===== config.mk =====
export PLATFORM = sky130hd
export DESIGN_NAME = mem_arbiter
export DESIGN_NICKNAME = d
export VERILOG_FILES = /design/src/rtl/cpu_types_pkg.sv /design/src/rtl/mem_arbiter.sv
export SDC_FILE = /design/constraint.sdc
export NUM_CORES = 1
export LEC_CHECK = 0
export CORE_MARGIN = 10
export CORE_UTILIZATION = 22
export CTS_CLUSTER_SIZE = 8
export DETAILED_ROUTE_END_ITERATION = 10
export PLACE_DENSITY = 0.82
export SYNTH_ARGS = -nofsm -noshare
export SYNTH_HDL_FRONTEND = slang
export SYNTH_SLANG_ARGS = --single-unit
export TNS_END_PERCENT = 10

===== constraint.sdc =====
create_clock -name CLK -period 2.2 [get_ports CLK]
set_input_delay 0.33 -clock CLK [delete_from_list [all_inputs] [get_ports CLK]]
set_output_delay 0.33 -clock CLK [all_outputs]
set_load 0.03 [all_outputs]

===== src/rtl/cpu_types_pkg.sv =====
// Shared processor types.
//   ramstate_t  : status reported by the RAM model each cycle
//   arb_state_t : grant state of the instruction/data memory arbiter
package cpu_types_pkg;

  typedef enum logic [1:0] {
    FREE   = 2'd0,
    BUSY   = 2'd1,
    ACCESS = 2'd2,
    ERROR  = 2'd3
  } ramstate_t;

  typedef enum logic [1:0] {
    IDLE = 2'd0,
    IGNT = 2'd1,
    DGNT = 2'd2
  } arb_state_t;

endpackage


===== src/rtl/mem_arbiter.sv =====
// mem_arbiter: shares the single RAM port between instruction fetch and
// data load/store. Data has priority, but an instruction fetch that is
// pending is granted once MAX_DSTREAK data accesses have completed in a row.
// Ports:
//   CLK, nRST                 clock (rising edge), async active-low reset
//   iREN, iaddr               instruction read request and address
//   iwait, iload              instruction not yet served, fetched word
//   dREN, dWEN, daddr, dstore data read/write request, address, store data
//   dwait, dload              data access not yet served, loaded word
//   ramREN, ramWEN            RAM read/write strobes
//   ramaddr, ramstore         RAM address and write data
//   ramload, ramstate         RAM read data and status
//   memerr                    sticky: RAM reported ERROR since reset
module mem_arbiter
  import cpu_types_pkg::*;
#(
  parameter int ADDR_W      = 32,
  parameter int DATA_W      = 32,
  parameter int MAX_DSTREAK = 4
) (
  input  logic              CLK,
  input  logic              nRST,
  input  logic              iREN,
  input  logic [ADDR_W-1:0] iaddr,
  output logic              iwait,
  output logic [DATA_W-1:0] iload,
  input  logic              dREN,
  input  logic              dWEN,
  input  logic [ADDR_W-1:0] daddr,
  input  logic [DATA_W-1:0] dstore,
  output logic              dwait,
  output logic [DATA_W-1:0] dload,
  output logic              ramREN,
  output logic              ramWEN,
  output logic [ADDR_W-1:0] ramaddr,
  output logic [DATA_W-1:0] ramstore,
  input  logic [DATA_W-1:0] ramload,
  input  ramstate_t         ramstate,
  output logic              memerr
);

  localparam int DS_W = $clog2(MAX_DSTREAK + 1);
  localparam logic [DS_W-1:0] DS_MAX = DS_W'(MAX_DSTREAK);

  arb_state_t      state_r;
  arb_state_t      next_s;
  logic [DS_W-1:0] dstreak_r;
  logic            memerr_r;
  logic            dreq_s;
  logic            icomp_s;
  logic            dcomp_s;

  assign dreq_s  = dREN | dWEN;
  // A completion needs the grant, the request still present, and ACCESS.
  assign icomp_s = (state_r == IGNT) && iREN   && (ramstate == ACCESS);
  assign dcomp_s = (state_r == DGNT) && dreq_s && (ramstate == ACCESS);

  assign iload  = ramload;
  assign dload  = ramload;
  assign memerr = memerr_r;

  // State register, data-streak counter and sticky error flag.
  always_ff @(posedge CLK or negedge nRST) begin
    if (!nRST) begin
      state_r   <= IDLE;
      dstreak_r <= '0;
      memerr_r  <= 1'b0;
    end else begin
      state_r <= next_s;
      if ((state_r != IDLE) && (ramstate == ERROR)) begin
        memerr_r <= 1'b1;
      end
      // The streak only grows while a fetch is actually waiting behind data.
      if (dcomp_s && iREN) begin
        if (dstreak_r != DS_MAX) begin
          dstreak_r <= dstreak_r + DS_W'(1);
        end
      end else if (icomp_s) begin
        dstreak_r <= '0;
      end else if ((state_r == IDLE) && !iREN) begin
        dstreak_r <= '0;
      end
    end
  end

  // Next-state decision: data first unless the fetch has been starved.
  always_comb begin
    next_s = state_r;
    case (state_r)
      IDLE: begin
        if (dreq_s && !(iREN && (dstreak_r == DS_MAX))) begin
          next_s = DGNT;
        end else if (iREN) begin
          next_s = IGNT;
        end else begin
          next_s = IDLE;
        end
      end
      IGNT: begin
        // Abort and completion both return to IDLE; ERROR/FREE/BUSY hold.
        if (!iREN || (ramstate == ACCESS)) begin
          next_s = IDLE;
        end else begin
          next_s = IGNT;
        end
      end
      DGNT: begin
        if (!dreq_s || (ramstate == ACCESS)) begin
          next_s = IDLE;
        end else begin
          next_s = DGNT;
        end
      end
      default: next_s = IDLE;
    endcase
  end

  // RAM strobes from registered state only; waits fold in ramstate.
  always_comb begin
    ramREN   = 1'b0;
    ramWEN   = 1'b0;
    ramaddr  = '0;
    ramstore = '0;
    iwait    = iREN   & ~((state_r == IGNT) && (ramstate == ACCESS));
    dwait    = dreq_s & ~((state_r == DGNT) && (ramstate == ACCESS));
    case (state_r)
      IGNT: begin
        ramREN  = 1'b1;
        ramaddr = iaddr;
      end
      DGNT: begin
        ramaddr = daddr;
        if (dWEN) begin
          ramWEN   = 1'b1;
          ramstore = dstore;
        end else begin
          ramREN = 1'b1;
        end
      end
      default: begin
        ramREN = 1'b0;
        ramWEN = 1'b0;
      end
    endcase
  end

endmodule


==> impl_metrics.tcl <==
set metrics [dict create \
    outcome "completed" \
    core_sq_um 7210 \
    min_path_type "input port to async pin" \
    overflow 0 \
    hpwl_mm 6.92 \
    antenna_found_initial 0 \
    fill_cells 711 \
    gr-usage-met2_pct 24.2 \
    grt_pass1_wl_mm 11.7 \
    cts_buffer_depth 2 \
    max-cap-violations 0 \
    report.final.slew_viol_count 0 \
    yosys_warnings 0 \
    die_y_microns 106 \
    leakage_uw 0.00136 \
    async_flop_share_pct 100 \
    ios 268 \
    worstPathRequired_ps 1870 \
    dieArea_sq_um 11200 \
    regToRegStartpoint "state_r[0]$_DFF_PN0_" \
    use_met1_pct 12.2 \
    pwr-share-comb_pct 85.5 \
    setup_viol 0 \
    syn_area_per_cell_sq_um 7.27 \
    syn_nets 365 \
    max_freq_ghz 0.478 \
    postRouteAntennaNets 0 \
    hold_viol 0 \
    reg2regPathDepth 7 \
    grt_usage_pct 12.6 \
    cts_setup_buffers 0 \
    globalRoute.busiestLayer "met2" \
    gp_congestion 0.826 \
    switching_share_pct 49.5 \
    drive_gt1_share_pct 25.5 \
    cp-start-kind "register" \
    pre_cts_slack_ps 108 \
    first_iter_violations 35 \
    regToRegSetupSlack_ps 290 \
    numCtsBuffers 3 \
    grt_max_degree 38 \
    syn_to_final_growth_pct 85.9 \
    setup.worst_path.end_class "primary output" \
    die_w_microns 106 \
    synth_top_cell_area_share_pct 29.5 \
    rows 31 \
    cts.root.buffer_cell "clkbuf_8" \
    h-tree-depth 1 \
    crit_fanout 37 \
    grt_pass1_vias 2032 \
    synth_area_sq_um 1630 \
    drtPass1Iterations 4 \
    fin_ws_ps 108 \
    peakVddDrop_v 0.000288 \
    synth_area_leaders "buf_4 30%, a22oi_1 15%, and3_1 12%" \
    final_cell_mix "103 x clkdlybuf4s50_1, 58 x buf_4, 33 x a22oi_1" \
    final_nets 465 \
    power_frac_clock_pct 7.9 \
    synth-seq-cells 6 \
    synthCells 224 \
    remaining_drc_errors 0 \
    arrival_ps 1760 \
    synth_cell_types 29 \
    netSwitchingPower_uw 1060 \
    r2r_end "dstreak_r[0]$_DFFE_PN0P_" \
    clk_latency_ps 230 \
    final_common_cell "clkdlybuf4s50_1" \
    start_util_pct 22.6 \
    timing.final.crit_share_pct 95.1 \
    rsz0062_at_grt "yes" \
    post_drt_via_cell_ratio 4.63 \
    cts_sinks 6 \
    worstMarginPinSlew_ps 349 \
    io_buffers 171 \
    wl_per_cell_microns 19.1 \
    routed_wl_mm 8.06 \
    synth_edf_count 0 \
    fin_crit_ps 2090 \
    clock_skew_ps 0.426 \
    grt_use_met3_pct 5.37 \
    synthFlopType "dfrtp_1" \
    p_int_uw 1080 \
    postCtsHoldBufs 0 \
    cts-resized-gates 0 \
    vias 1949 \
    yosysTopAreaCell "buf_4" \
    slew_headroom_pct 76.7 \
    diodes 0 \
    holdWs_ps 349 \
    yosysSeqAreaShare_pct 9.22 \
    cts.clk_slew.worst_paths_ps 40 \
    crit_type "register to primary output" \
    power_density_nw_per_um2 708 \
    cts_tree "built" \
    seq_power_share_pct 6.6 \
]
final cells by class:
| cell class | instances | area (sq um) | area share [%] |
|---|---|---|---|
| Clock buffer | 3 | 41.3 | 1.36 |
| Sequential cell | 6 | 150 | 4.96 |
| Multi-Input combinational cell | 131 | 912 | 30.1 |
| Timing Repair Buffer | 177 | 1780 | 58.8 |
| Tap cell | 99 | 124 | 4.09 |
| Inverter | 5 | 18.8 | 0.620 |
cell usage after synthesis, types with 2 or more instances:
| cell | instances |
|---|---|
| dfrtp_1 | 6 |
| and2b_1 | 2 |
| clkbuf_1 | 17 |
| ha_1 | 6 |
| buf_4 | 64 |
| inv_1 | 5 |
| nor2b_1 | 32 |
| a21oi_1 | 5 |
| a22oi_1 | 33 |
| nand2_1 | 4 |
| and3_1 | 32 |
how the worst max path moves through the flow:
stage	from	endpoint	slack [ps]	cells after the start
finish	state_r[0]$_DFF_PN0_	ramaddr[7]	110	6
global route	state_r[0]$_DFF_PN0_	ramaddr[7]	-10	6
CTS	state_r[0]$_DFF_PN0_	ramREN	20	5
detailed placement	dWEN	ramREN	110	4
global placement	dWEN	ramREN	100	4
floorplan	state_r[1]$_DFF_PN0_	ramaddr[0]	210	6
routing by layer:
metal | wire [microns] | up-vias
met4 | 144 | 0
met1 | 2920 | 858
li1 | - | 908
met2 | 4070 | 159
met3 | 924 | 24
met5 | 0 | -
state kept, by name, indices dropped and copies added (netlist names):
signal,count
dstreak_r,3
memerr,1
state_r,2
cell families after synthesis:
kind of cell / synth area share (%)
buf+inv: 34.9
simple gates: 29.9
compound gates: 20.8
fa+ha+maj: 4.61
flops: 9.22
mux: 0.615
metrics by stage:
step / total power, uW / TNS, ps / cell area (sq um) / utilization, % / std cells
final: 2140 / 0 / 3030 / 41.9 / 421
after global routing: 2270 / -10.5 / 3030 / 41.9 / 421
after CTS: 2170 / 0 / 3020 / 41.9 / 421
after detailed placement: 2000 / 0 / 2980 / 41.3 / 418
after global placement: 1970 / 0 / 2980 / 41.3 / 418
after floorplan: 1380 / 0 / 1630 / - / 224
worst max-delay path, stage by stage, from the launching register on:
cell and delay (ps):
dfrtp_1 400, inv_1 90, ha_2 190, buf_4 310, a22oi_1 150, nor2b_1 220
buf_12 150
power by group through the flow:
stage / clock, uW / combinational, uW / sequential [uW]
3_5_place_dp: 0 / 1850 / 142
3_3_place_gp: 0 / 1830 / 140
4_1_cts: 169 / 1860 / 141
5_1_grt: 171 / 1950 / 144
6_report: 168 / 1830 / 141
2_1_floorplan: 0 / 1240 / 139
No activity file was read; power rests on OpenSTA's default activity.
